<file path="config.mk">
export PLATFORM = sky130hd
export DESIGN_NAME = brick_tracker
export DESIGN_NICKNAME = d
export VERILOG_FILES = /design/src/rtl/brick_tracker.sv
export SDC_FILE = /design/constraint.sdc
export NUM_CORES = 1
export LEC_CHECK = 0
export BUFFER_PORTS_ARGS = -buffer_cell sky130_fd_sc_hd__clkbuf_2
export CAP_MARGIN = 15
export CORE_MARGIN = 1
export CORE_UTILIZATION = 58
export DETAILED_ROUTE_END_ITERATION = 8
export GPL_TIMING_DRIVEN = 0
export PLACE_DENSITY = 0.82
export SLEW_MARGIN = 20
export SYNTH_ARGS = -nofsm -noshare
export SYNTH_HDL_FRONTEND = slang
export SYNTH_SLANG_ARGS = --single-unit
</file>
<file path="constraint.sdc">
create_clock -name Clk -period 5.77 [get_ports Clk]
set_input_delay 0.2885 -clock Clk [delete_from_list [all_inputs] [get_ports Clk]]
set_output_delay 0.2885 -clock Clk [all_outputs]
set_load 0.01 [all_outputs]
</file>
<file path="src/rtl/brick_tracker.sv">
// ---------------------------------------------------------------------------
// brick_tracker
//   Tracks a 4x8 wall of bricks for a breakout-style game. Once per frame it
//   walks the present bricks in ascending order looking for the first one
//   the ball overlaps. That brick is cleared and the BCD score is bumped,
//   saturating at 9999. A lost ball consumes a life instead of scanning.
//
// Ports
//   Clk          system clock
//   Reset        asynchronous, active-high reset
//   frame_clk    per-frame strobe (level); its rising edge starts a frame
//   start        synchronous new-game request; overrides everything else
//   BallX/BallY  ball centre in pixels
//   Ball_size    ball radius in pixels
//   ball_lost    ball has left the bottom of the screen
//   Block_Array  brick present flags, bit 32 tied to 0
//   lives        remaining lives
//   score_bcd    four-digit BCD score, [15:12] most significant
//   hit          one-cycle pulse when a brick is cleared
//   hit_index    index of the last cleared brick
//   game_over    lives exhausted
//   level_clear  every brick cleared
// ---------------------------------------------------------------------------
module brick_tracker #(
    parameter int BLOCK_HALF_X = 39,
    parameter int BLOCK_HALF_Y = 9
) (
    input  logic        Clk,
    input  logic        Reset,
    input  logic        frame_clk,
    input  logic        start,
    input  logic [9:0]  BallX,
    input  logic [9:0]  BallY,
    input  logic [9:0]  Ball_size,
    input  logic        ball_lost,
    output logic [32:0] Block_Array,
    output logic [1:0]  lives,
    output logic [15:0] score_bcd,
    output logic        hit,
    output logic [4:0]  hit_index,
    output logic        game_over,
    output logic        level_clear
);

    typedef enum logic [1:0] {IDLE, SCAN, UPDATE} state_t;

    state_t      state;
    state_t      state_next;
    logic        frame_prev;
    logic        frame_event;
    logic [4:0]  scan_idx;
    logic [4:0]  hit_latch;
    logic [31:0] bricks;
    logic [15:0] score;
    logic        scan_go;
    logic        lose_life;
    logic        scan_hit;
    logic        do_update;

    // Overlap of the ball with brick idx. Everything is widened to 12-bit
    // signed so the distance and the reach never wrap.
    function automatic logic brick_overlap(input logic [4:0] idx,
                                           input logic [9:0] bx,
                                           input logic [9:0] by,
                                           input logic [9:0] bs);
        logic signed [11:0] cx;
        logic signed [11:0] cy;
        logic signed [11:0] dx;
        logic signed [11:0] dy;
        logic signed [11:0] lim_x;
        logic signed [11:0] lim_y;
        cx    = signed'(12'(idx[2:0]) * 12'd80 + 12'd40);
        cy    = signed'(12'd10 + 12'(idx[4:3]) * 12'd20);
        dx    = signed'({2'b00, bx}) - cx;
        dy    = signed'({2'b00, by}) - cy;
        dx    = (dx < 0) ? -dx : dx;
        dy    = (dy < 0) ? -dy : dy;
        lim_x = signed'(12'(BLOCK_HALF_X)) + signed'({2'b00, bs});
        lim_y = signed'(12'(BLOCK_HALF_Y)) + signed'({2'b00, bs});
        return (dx <= lim_x) && (dy <= lim_y);
    endfunction

    // Decimal increment with ripple carry between nibbles; 9999 sticks.
    function automatic logic [15:0] bcd_inc_sat(input logic [15:0] value);
        logic [15:0] result;
        logic        carry;
        result = value;
        carry  = 1'b1;
        if (value == 16'h9999) begin
            return value;
        end
        for (int d = 0; d < 4; d++) begin
            if (carry) begin
                if (value[d*4 +: 4] == 4'd9) begin
                    result[d*4 +: 4] = 4'd0;
                end else begin
                    result[d*4 +: 4] = value[d*4 +: 4] + 4'd1;
                    carry            = 1'b0;
                end
            end
        end
        return result;
    endfunction

    assign frame_event = frame_clk & ~frame_prev;
    assign game_over   = (lives == 2'd0);
    assign level_clear = (bricks == 32'h0);
    assign Block_Array = {1'b0, bricks};
    assign score_bcd   = score;

    // State register
    always_ff @(posedge Clk or posedge Reset) begin
        if (Reset) begin
            state <= IDLE;
        end else if (start) begin
            state <= IDLE;
        end else begin
            state <= state_next;
        end
    end

    // Next-state logic
    always_comb begin
        state_next = state;
        case (state)
            IDLE:    if (scan_go) state_next = SCAN;
            SCAN:    if (scan_hit) state_next = UPDATE;
                     else if (scan_idx == 5'd31) state_next = IDLE;
            UPDATE:  state_next = IDLE;
            default: state_next = IDLE;
        endcase
    end

    // Control strobes. Frame events seen outside IDLE fall through here
    // unused, so they are dropped rather than queued.
    always_comb begin
        scan_go   = 1'b0;
        lose_life = 1'b0;
        scan_hit  = 1'b0;
        do_update = 1'b0;
        case (state)
            IDLE: begin
                if (frame_event && !game_over && !level_clear) begin
                    lose_life = ball_lost;
                    scan_go   = ~ball_lost;
                end
            end
            SCAN:    scan_hit  = bricks[scan_idx] &&
                                 brick_overlap(scan_idx, BallX, BallY, Ball_size);
            UPDATE:  do_update = 1'b1;
            default: ;
        endcase
    end

    // Game state and scan bookkeeping
    always_ff @(posedge Clk or posedge Reset) begin
        if (Reset) begin
            frame_prev <= 1'b0;
            scan_idx   <= 5'd0;
            hit_latch  <= 5'd0;
            bricks     <= '1;
            lives      <= 2'd3;
            score      <= 16'h0000;
            hit        <= 1'b0;
            hit_index  <= 5'd0;
        end else begin
            frame_prev <= frame_clk;
            hit        <= 1'b0;
            if (start) begin
                scan_idx  <= 5'd0;
                bricks    <= '1;
                lives     <= 2'd3;
                score     <= 16'h0000;
                hit_index <= 5'd0;
            end else begin
                if (scan_go) begin
                    scan_idx <= 5'd0;
                end else if (state == SCAN && !scan_hit) begin
                    scan_idx <= scan_idx + 5'd1;
                end
                if (scan_hit) begin
                    hit_latch <= scan_idx;
                end
                if (lose_life) begin
                    lives <= lives - 2'd1;
                end
                if (do_update) begin
                    bricks[hit_latch] <= 1'b0;
                    hit               <= 1'b1;
                    hit_index         <= hit_latch;
                    score             <= bcd_inc_sat(score);
                end
            end
        end
    end

endmodule

</file>
# Word-level counts from Yosys, hierarchy flattened
# Cells that the tools add are included.
dict set report word_totals {
  regBits 69
  input_bits 35
  output_inout_bits 59
  elab_cells 131
}
dict set report op_classes {
  add_sub_neg 14
  mul 2
  order_cmp 7
  eq_ne 11
  mux 55
  bitwise 6
  reduce_logical 24
}
# op count
set ops {}
lappend ops {{32-bit two-way mux} 2}
lappend ops {{16-bit two-way mux} 3}
lappend ops {{32-bit bitwise AND} 1}
lappend ops {{32-bit logical NOT} 1}
lappend ops {{32-bit NOT} 1}
lappend ops {{4-bit two-way mux} 7}
lappend ops {{1-bit two-way mux} 27}
lappend ops {{5-bit two-way mux} 5}
lappend ops {{12-bit <= comparator} 2}
lappend ops {{12-bit two-way mux} 2}
lappend ops {{4-bit by 1-bit adder with 4-bit output (second input constant)} 4}
lappend ops {{16-bit equality test (second input constant)} 1}
lappend ops {{4-bit equality test (second input constant)} 4}
lappend ops {{12-bit by 1-bit less-than comparator with 1-bit output (second input constant)} 1}
lappend ops {{5-bit by 6-bit less-than comparator with 1-bit output (second input constant)} 2}
lappend ops {{2-bit two-way mux} 6}
lappend ops {{11-bit negation with 12-bit output} 1}
lappend ops {{12-bit negation} 1}
lappend ops {{3-bit nonzero test} 4}
lappend ops {{10-bit by 11-bit subtractor with 12-bit output} 1}
lappend ops {{10-bit by 6-bit adder with 11-bit output (second input constant)} 1}
lappend ops {{4-bit by 10-bit adder with 11-bit output (first input constant)} 1}
lappend ops {{6-bit by 10-bit adder with 11-bit output (first input constant)} 1}
lappend ops {{11-bit by 1-bit less-than comparator with 1-bit output (second input constant)} 1}
lappend ops {{23 further kinds} 39}

# Logic depth before layout (Yosys ltp)
# Gate-level depths: netlist (run 1).
dict set report logic_depth {
  word_depth 19
  ltp_mapped 19
  ltp_nobuf 19
}

# Least setup slack after synthesis (run 1)
# OpenSTA, ideal clock, no wires.
dict set report synth_timing {
  path_type {register to register}
  startpoint {register scan_idx[2]}
  endpoint {register hit_latch[0]}
  setup_ps 125
  t_arrival_ps 4350
  t_required_ps 5645
  path_slack_ps 1295
  path_stages_with_launch 19
  path_buffers 0
  synth_period_minus_slack_ps 4475
  path_cell_list {dfrtp_1 -> ha_1 -> ha_1 -> inv_1 -> ha_1 -> or2_0 -> a211o_1 -> o31ai_1 -> a32o_1 -> nor4b_1 -> a31oi_1 -> xnor2_1 -> ha_1 -> a2111oi_0 -> o21ai_0 -> o21ai_1 -> nand4_2 -> nor3_4 -> mux2_4}
}
dict set report synth_via {
  elab_chain_len 10
  elab_cells_between_ends 13
  classes_between {add/sub: 3; mul: 1; order compare: 2; mux: 4; reduce/logical: 3}
}
# element line
set synth_lines {}
lappend synth_lines {{from (decl)} 51} ;# logic [4:0] scan_idx;
lappend synth_lines {{from (signal assigned)} 179} ;# scan_idx <= scan_idx + 5'd1;
lappend synth_lines {{3-bit by 3-bit multiplier with 6-bit output} 72} ;# cx = signed'(12'(idx[2:0]) * 12'd80 + 12'd40);
lappend synth_lines {{10-bit by 6-bit adder with 11-bit output} 72}
lappend synth_lines {{10-bit by 11-bit subtractor with 12-bit output} 74} ;# dx = signed'({2'b00, bx}) - cx;
lappend synth_lines {{12-bit negation / 12-bit by 1-bit less-than comparator with 1-bit output (equally long branches)} 76} ;# dx = (dx < 0) ? -dx : dx;
lappend synth_lines {{12-bit two-way mux} 76}
lappend synth_lines {{12-bit <= comparator} 80} ;# return (dx <= lim_x) && (dy <= lim_y);
lappend synth_lines {{1-bit logical AND} 80}
lappend synth_lines {{1-bit logical AND *} 148} ;# SCAN: scan_hit = bricks[scan_idx] &&
lappend synth_lines {{1-bit two-way mux *} 141} ;# case (state)
lappend synth_lines {{2-bit AND reduction (no source line) *} n/a}
lappend synth_lines {{to (signal assigned)} 182} ;# hit_latch <= scan_idx;
lappend synth_lines {{to (decl)} 52} ;# logic [4:0] hit_latch;
# Every way passes the cells marked *; elsewhere a longest branch is shown, timed or not. The select of a mux whose other input is x is not followed.
# A chain may end at the register's enable or synchronous reset.

# Worst setup path after layout (run 1)
dict set report layout_timing {
  startpoint {register scan_idx[1]}
  endpoint {register hit_latch[0]}
}
# Same word-level chain as after synthesis.

==> results of run 1 <==
## registers in the layout, indices dropped and copies added (netlist names)
signal,cells
bricks,32
score_bcd,16
hit_index,5
hit_latch,5
scan_idx,5
lives,2
state,2
frame_prev,1
hit,1
## final timing paths
path	from	to	slack [ps]	cells past startpoint
max in group asynchronous	Reset	bricks[17]	4750	4
worst min register to register	bricks[2]	bricks[2]	490	2
worst max register to register	scan_idx[1]	hit_latch[0]	560	18
min in group asynchronous	Reset	score_bcd[9]	430	3
worst min-delay path	frame_clk	frame_prev	70	1
worst max-delay path	scan_idx[1]	hit_latch[0]	560	18
## cell families after synthesis
kind of cell | count (synthesis) | synth area share (%)
fa+ha+maj | 65 | 14.7
buf+inv | 69 | 5.80
xor+xnor | 45 | 7.11
mux | 26 | 6.48
other cells | 1 | 0.0676
flops | 69 | 31.9
simple gates | 217 | 19.4
compound gates | 125 | 14.5
## cells in the final DEF (no fill, tap or decap), types with 3 or more instances in the layout
master / count
clkbuf_2: 90
ha_1: 65
nor2_1: 62
nand2_1: 54
a21oi_1: 49
inv_1: 48
dfrtp_1: 35
dfstp_2: 34
xnor2_1: 27
o21ai_0: 18
xor2_1: 18
nor3_1: 15
nand3_1: 14
mux2i_1: 13
nand4_1: 12
nor4_1: 11
clkbuf_8: 11
nand2b_1: 9
clkbuf_1: 9
and3_1: 8
o21ai_1: 7
nor2b_1: 6
o31ai_1: 6
and2_1: 5
buf_6: 5
nand3b_1: 5
o21a_1: 5
o211ai_1: 5
mux2_4: 5
a22o_1: 4
a211o_1: 4
a21o_1: 4
buf_1: 3
nor3b_1: 3
mux4_2: 3
## critical path: cells and delay by family (launching register included)
family / cells / cell delay, ps
DFF: 1 / 380
buffers and inverters: 3 / 700
AOI/OAI and AO/OA: 7 / 1910
adders and majority gates: 3 / 900
muxes: 1 / 340
and+or+nand+nor: 3 / 690
xor gates and xnor gates: 1 / 180
## area by class of cell
cell class / instances / area [µm²] / area share [%]
Multi-Input combinational cell: 480 / 3460 / 54.3
Clock inverter: 3 / 18.8 / 0.294
Buffer: 19 / 134 / 2.10
Timing Repair Buffer: 92 / 488 / 7.64
Inverter: 50 / 190 / 2.98
Sequential cell: 69 / 1770 / 27.7
Clock buffer: 13 / 159 / 2.49
Tap cell: 129 / 161 / 2.53
## cell usage after synthesis, drive strengths merged, types with 6 or more instances
cell | n | area, µm²
xnor2 | 27 | 236
nor2b | 6 | 37.5
mux2 | 8 | 109
nor2 | 62 | 233
clkbuf | 7 | 26.3
buf | 12 | 108
inv | 50 | 188
dfrtp | 35 | 876
dfstp | 34 | 893
nand3 | 14 | 70.1
o21ai | 25 | 125
nand4 | 13 | 87.6
nor4 | 12 | 75.1
nor3 | 16 | 91.3
and3 | 8 | 50.1
nand2b | 9 | 56.3
nand2 | 54 | 203
a21oi | 49 | 245
o31ai | 6 | 45.0
mux2i | 13 | 130
ha | 65 | 813
xor2 | 18 | 158
## metrics by stage
| stage | instances | power, µW | area, µm² | worst slack (ps) |
|---|---|---|---|---|
| floorplan | 618 | 756 | 5550 | 1300 |
| global placement | 837 | 825 | 6160 | 623 |
| detailed placement | 838 | 846 | 6190 | 547 |
| CTS | 855 | 1200 | 6380 | 532 |
| global route | 855 | 1260 | 6380 | 216 |
| finish | 855 | 1190 | 6380 | 561 |
## metal layers
| layer | wire length [µm] | up-vias | GRT usage (%) | share of wire, % |
|---|---|---|---|---|
| met5 | 0 | - | 0 | 0 |
| met4 | 337 | 0 | 12.4 | 2.6 |
| met2 | 6720 | 159 | 50.0 | 51 |
| met1 | 5430 | 2374 | 32.9 | 41 |
| met3 | 586 | 29 | 2.58 | 4.5 |
| li1 | - | 2393 | - | - |
## power by group through the flow
stage | sequential, µW | combinational [µW] | clock, µW
detailed placement | 519 | 327 | 0
CTS | 511 | 330 | 357
global route | 513 | 375 | 376
global placement | 518 | 307 | 0
finish | 511 | 328 | 353
floorplan | 520 | 236 | 0
==> reports/metrics.yaml, run 1 <==
max_stage_delay_ps: 560
worstSetupPathType: "reg -> reg"
clockRootBuffer: "clkbuf_8"
p_leak_uw: 0.00292
drc: 0
place.gp.congestion: 0.895
slew_viol_final: 0
grt_antenna_before_repair: 0
cts_tree: "yes"
io-pin-count: 94
grt_setup_unrepaired: "false"
routedWlPerCell_um: 15.3
die_h_um: 99.8
drtIter0Drc: 201
p_sw_share_pct: 31.6
ys_ff_latch: 69
antenna_cells: 0
cp_slowest_cell: "a21oi_1"
required_ps: 5990
htree_levels: 3
cts_buffer_depth: 2
p_switching_uw: 376
powerDensity_mw_per_mm2: 187
grt_overflow: 0
fin_nets: 821
synth_area_mm2: 0.00554
netlist_instances: 617
cts_buffers: 9
place.detailed.hpwl_um: 10200
p_int_uw: 816
synth.distinct_cells: 71
tns_ps: 0
p_clk_share_pct: 29.6
max_freq_mhz: 192
syn2layout_area_growth_pct: 15.1
drv_cap: 0
grt_pass1_wl_um: 22000
endpoint_kind: "register"
nFillCells: 732
yosys_warnings: 0
cts_sinks: 69
drtAntennaViolNets: 0
finClkSkew_ps: 8.77
synth_edf_count: 0
num_vias: 4955
core_mm2: 0.00924
critPathLaunchType: "register"
synth.avg_cell_area_um2: 8.99
fin_crit_ps: 5210
p_comb_share_pct: 27.5
whs_ps: 73.1
fin_crit_sh_pct: 90.3
grt_util_all_layers_pct: 27.5
drive_above_1_share_pct: 22.7
seq_area_frac_synth_pct: 31.9
status: "finished, final reports clean"
slew_headroom_pct: 40.5
routed_wl_um: 13100
start_util_pct: 60.0
postCtsHoldBufs: 1
finalSetupViolCount: 0
die_x_um: 99.8
crit_chain: "buf_2 -> inv_1 -> ha_1 -> ha_1 -> clkbuf_1 -> o21ai_0 -> a32oi_1 -> nand4_1 -> a21oi_1 -> a41oi_1 -> xnor2_1 -> ha_1 -> a2111oi_0 -> o21ai_0 -> o21ai_1 -> nand4_2 -> nor3_4 -> mux2_4"
grt_max_degree: 51
worst_pin_slew_ps: 885
hold_viol: 0
drt-pass1-iter-count: 5
io_buffers: 90
grt_pass1_vias: 4969
crit_top_cell: "ha_1"
async_flop_share_pct: 100
routed_via_density: 5.80
pwr-share-seq_pct: 42.9
rows: 35
cts_setup_buffers: 0
clk_latency_ps: 340
cts_resized: 0
finish.utilization_pct: 69.1
hold_class: "in -> reg"
dieArea_mm2: 0.00995
clk_pin_slew_worst_paths_ps: 70
crit_fanout: 10
cp.arrival_ps: 5430
synth-main-ff-cell: "dfrtp_1"
vdd_drop_max_mv: 0.185
No activity file was read; power rests on OpenSTA's default activity.
==> run 2, diff against run 1 <==
Settings changed: BUFFER_PORTS_ARGS -buffer_cell sky130_fd_sc_hd__clkbuf_2 to -buffer_cell sky130_fd_sc_hd__buf_2, PLACE_DENSITY 0.82 to 0.8.
==> run 2 against run 1 <==
Compared with the run above:
- wire length grew 1.2%
- fmax decreased by 1.1%
- global-route usage fell by 0.093 points
==> reports/metrics.yaml, run 2 (same netlist as run 1, synthesis figures left out) <==
critPathLaunchType: "register"
grt_antenna_before_repair: 0
cts_setup_buffers: 0
r2r_start: "scan_idx[1]"
fin_crit_sh_pct: 91.3
grt_util_all_layers_pct: 27.4
grt_pass1_vias: 4760
p_total_uw: 1280
vdd_drop_max_mv: 0.204
tns_ps: 0
finClkSkew_ps: 6.56
cts_buffers: 9
die_h_um: 99.8
top_register: "bricks"
dp.cells: 838
max_freq_mhz: 190
cts_tree: "yes"
place.gp.congestion: 0.877
pwr-share-seq_pct: 40.0
hold_class: "in -> reg"
clk_latency_ps: 340
htree_levels: 3
routed_via_density: 5.80
io-pin-count: 94
holdPathEnd: "frame_prev"
io_buffers: 90
drtAntennaViolNets: 0
drc: 0
finalSetupViolCount: 0
worstRegToRegCells: 18
clockRootBuffer: "clkbuf_8"
drv_cap: 0
fin_ws_ps: 503
dp_slack_ps: 498
reg2reg_to: "hit_latch[1]"
drt-pass1-iter-count: 5
routedWlPerCell_um: 15.5
grt_pass1_wl_um: 21900
p_leak_uw: 0.00290
p_comb_share_pct: 25.8
grt_setup_unrepaired: "false"
core_mm2: 0.00924
p_sw_share_pct: 30.3
start_util_pct: 60.0
p_int_uw: 891
endpoint_kind: "register"
hp-start: "frame_clk"
status: "finished, final reports clean"
cts_sinks: 69
required_ps: 5990
drtIter0Drc: 221
routed_wl_um: 13200
fin_crit_ps: 5270
place.detailed.hpwl_um: 10100
clk_pin_slew_worst_paths_ps: 70
antenna_cells: 0
p_clk_share_pct: 34.2
worstSetupPathType: "reg -> reg"
hold-path-cell-count: 1
die_x_um: 99.8
grt_max_degree: 54
hold_viol: 0
cts_buffer_depth: 2
final_common_cell: "buf_2"
num_vias: 4956
r2r_setup_slack_ps: 500
p_switching_uw: 387
dieArea_mm2: 0.00995
cp.arrival_ps: 5490
grt_overflow: 0
crit_fanout: 9
layout_common_cells: "buf_2, ha_1, nor2_1, nand2_1"
layout.cells.non_filler: 855
slew_headroom_pct: 41.1
worst_pin_slew_ps: 877
powerDensity_mw_per_mm2: 199
syn2layout_area_growth_pct: 16.0
rows: 35
largest_reg_flops: 32
drive_above_1_share_pct: 23.0
slew_viol_final: 0
fin_nets: 821
[run 2: cell count changes in the layout (fill, tap and decap cells not counted), moves of 2 or more]
cell / previous run / this run
clkbuf_1: 9 / 7
clkbuf_2: 90 / 0
bufinv_16: 0 / 2
buf_2: 1 / 91
[run 2: layout make-up]
cell class / instances / area, µm²
clock inverter: 6 / 85.1
clock buffer: 10 / 138
tap: 129 / 161
sequential: 69 / 1770
fill: 727 / 2810
inverter: 50 / 190
buffer: 19 / 134
timing repair buffer: 92 / 488
multi-input combinational: 480 / 3470
[run 2: worst max path at each step]
stage / startpoint / endpoint / slack [ps] / depth (start not counted)
after floorplan: scan_idx[2] / hit_latch[0] / 1300 / 18
after global placement: scan_idx[1] / hit_latch[2] / 610 / 18
after detailed placement: scan_idx[1] / hit_latch[1] / 500 / 18
after CTS: scan_idx[1] / hit_latch[2] / 490 / 18
after global routing: scan_idx[1] / hit_latch[1] / 150 / 18
final: scan_idx[1] / hit_latch[1] / 500 / 18
[run 2: critical path, cell delays in order (launching register included)]
cell and delay, ps:
dfrtp_1 370, buf_2 270, inv_1 140, ha_1 300, ha_1 290, clkbuf_1 190
nand3_1 130, o221ai_1 180, o21a_1 230, o32ai_1 460, a41oi_1 240, xnor2_1 190
ha_1 340, a2111oi_0 360, o21ai_0 160, o21ai_1 350, nand4_2 190, nor3_4 420
mux2_4 340
[run 2: stage by stage]
stage,area [µm²],hold slack [ps],util (%)
floorplan,5550,320,-
global placement,6160,424,66.7
detailed placement,6190,240,67.0
CTS,6420,82.7,69.5
global route,6430,76.0,69.6
finish,6430,88.6,69.6
[run 2: timing repair]
item / CTS / global route
endpoints found under the setup margin: 0 / 4
hold endpoints to repair: 14 / 0
hold buffers: 1 / 0
resized for setup: 0 / 1
[run 2: power groups by stage]
stage | combinational (µW) | clock, µW | sequential [µW]
6_report | 330 | 437 | 511
5_1_grt | 369 | 463 | 512
4_1_cts | 329 | 441 | 510
3_5_place_dp | 326 | 0 | 519
3_3_place_gp | 308 | 0 | 517
2_1_floorplan | 236 | 0 | 520
[run 2: per-layer routing]
layer	global-route usage [%]	part of all wire, %	up-vias	wire [µm]
li1	-	-	2400	-
met1	34.8	42	2371	5580
met2	48.9	51	170	6780
met3	3.62	5.3	15	703
met4	7.69	1.2	0	157
met5	0	0	-	0
==> run 3, diff against run 2 <==
Settings changed: CORE_UTILIZATION 58 to 52, PLACE_DENSITY 0.8 to 0.78.
Clock period 5.77 ns to 4.8 ns, I/O delays scaled along.
==> run 3 against run 2 <==
Compared with the run above:
- critical path depth stayed put
- first-iteration DRC count up 13%
- combinational power grew 36%
- die area is 11% higher
- critical endpoint unchanged
==> reports/metrics.yaml, run 3 (same netlist as run 1, synthesis figures left out) <==
status: "finished, final reports clean"
io_buffers: 90
routed_via_density: 5.78
endpoint_kind: "register"
hold_class: "in -> reg"
vdd_drop_max_mv: 0.198
grt_max_degree: 48
slew_headroom_pct: 43.8
p_sw_share_pct: 31.8
syn2layout_area_growth_pct: 19.5
drv_cap: 0
p_switching_uw: 494
die_h_um: 105
layout.cells.non_filler: 872
whs_ps: 31.0
place.gp.congestion: 0.881
final_common_cell: "buf_2"
largest_reg_flops: 32
pwr-share-seq_pct: 39.5
max_stage_delay_ps: 400
finalSetupViolCount: 0
die_x_um: 105
p_clk_share_pct: 31.6
grt_pass1_wl_um: 22900
num_vias: 5042
drtIter0Drc: 249
dieArea_mm2: 0.0111
drive_above_1_share_pct: 26.2
cp.arrival_ps: 4850
slew_viol_final: 0
fin_nets: 831
drc: 0
grt_overflow: 0
finish.utilization_pct: 64.2
clockRootBuffer: "clkbuf_8"
p_total_uw: 1550
required_ps: 5040
grt_util_all_layers_pct: 25.7
start_util_pct: 53.7
grt_antenna_before_repair: 0
crit_fanout: 9
worstSetupPathType: "reg -> reg"
io-pin-count: 94
routed_wl_um: 13900
p_leak_uw: 0.00298
finClkSkew_ps: 15.7
crit_chain: "clkbuf_4 -> inv_1 -> ha_1 -> ha_2 -> nand3_1 -> o221ai_1 -> nor3_1 -> o32ai_2 -> a41oi_1 -> xnor2_1 -> ha_1 -> a2111oi_4 -> o21ai_1 -> o21ai_2 -> nand4_2 -> nor3_4 -> buf_6 -> mux2_4"
hp-start: "frame_clk"
cts_buffer_depth: 2
routedWlPerCell_um: 16.0
cp_slowest_cell: "nor3_1"
top_register: "bricks"
hold_viol: 0
cts_buffers: 9
worst_pin_slew_ps: 836
htree_levels: 3
p_comb_share_pct: 28.9
crit_start: "scan_idx[1]"
rows: 37
drt-pass1-iter-count: 5
antenna_cells: 0
r2r_start: "scan_idx[1]"
crit_top_cell: "ha_1"
cts_sinks: 69
dp.cells: 845
clk_latency_ps: 370
drtAntennaViolNets: 0
fin_crit_sh_pct: 96.0
core_mm2: 0.0103
tns_ps: 0
cts_tree: "yes"
p_int_uw: 1060
critPathLaunchType: "register"
powerDensity_mw_per_mm2: 234
layout_common_cells: "buf_2, ha_1, nor2_1, nand2_1, inv_1"
clk_pin_slew_worst_paths_ps: 70
place.detailed.hpwl_um: 10300
fin_crit_ps: 4610
max_freq_mhz: 217
grt_pass1_vias: 4887
-- run 3: cell count changes in the layout (fill, tap and decap cells not counted), moves of 2 or more --
cell       change
dfrtp_2        +3
dfrtp_1        -3
buf_6          +2
ha_1           -3
buf_4          +9
clkbuf_16      +2
ha_2           +2
bufinv_16      -2
-- run 3: repair_timing --
item                                    in CTS  in global routing
hold buffers                                 1                  0
endpoints found under the setup margin      12                 12
gates resized for setup                      7                 20
pin swaps                                    2                 10
endpoints found under the hold margin       16                  0
buffers inserted                             3                  8
-- run 3: stage by stage --
stage	setup WS, ps	cell area (µm²)
4_1_cts	21.8	6460
5_1_grt	-42.0	6630
2_1_floorplan	325	5550
3_5_place_dp	-494	6200
3_3_place_gp	-405	6170
6_report	193	6630
-- run 3: worst max-delay path, delay by kind of cell, from the launching register on --
family	cells	cell delay (ps)
AOI/OAI and AO/OA	6	1270
xor gates and xnor gates	1	180
adders and majority gates	3	980
buffers and inverters	3	510
DFF	1	380
muxes	1	290
and+or+nand+nor	4	880
-- run 3: layout make-up --
class / count / area, µm²
tap: 136 / 170
sequential: 69 / 1770
buffer: 18 / 133
fill: 876 / 3700
inverter: 50 / 190
clock inverter: 2 / 11.3
clock buffer: 14 / 195
timing repair buffer: 103 / 578
multi-input combinational: 480 / 3570
-- run 3: power groups by stage --
stage / Clock [µW] / Combinational, µW / Sequential [µW]
CTS: 495 / 409 / 614
global placement: 0 / 371 / 622
finish: 491 / 449 / 614
floorplan: 0 / 284 / 625
detailed placement: 0 / 393 / 624
global route: 516 / 500 / 616
-- run 3: layer usage --
metal	GRT usage (%)	part of all wire (%)	vias up
li1	-	-	2424
met1	32.1	41	2450
met2	45.7	52	151
met3	3.59	5.4	17
met4	8.15	1.4	0
met5	0	0	-
-- run 3: worst paths after layout --
| kind | to | slack (ps) | depth (start not counted) |
|---|---|---|---|
| min | frame_prev | 30 | 1 |
| max in group asynchronous | bricks[17] | 3780 | 4 |
| max | hit_latch[1] | 190 | 18 |
| max reg2reg | hit_latch[1] | 190 | 18 |
| min in group asynchronous | score_bcd[9] | 420 | 3 |
| min reg2reg | bricks[20] | 480 | 2 |
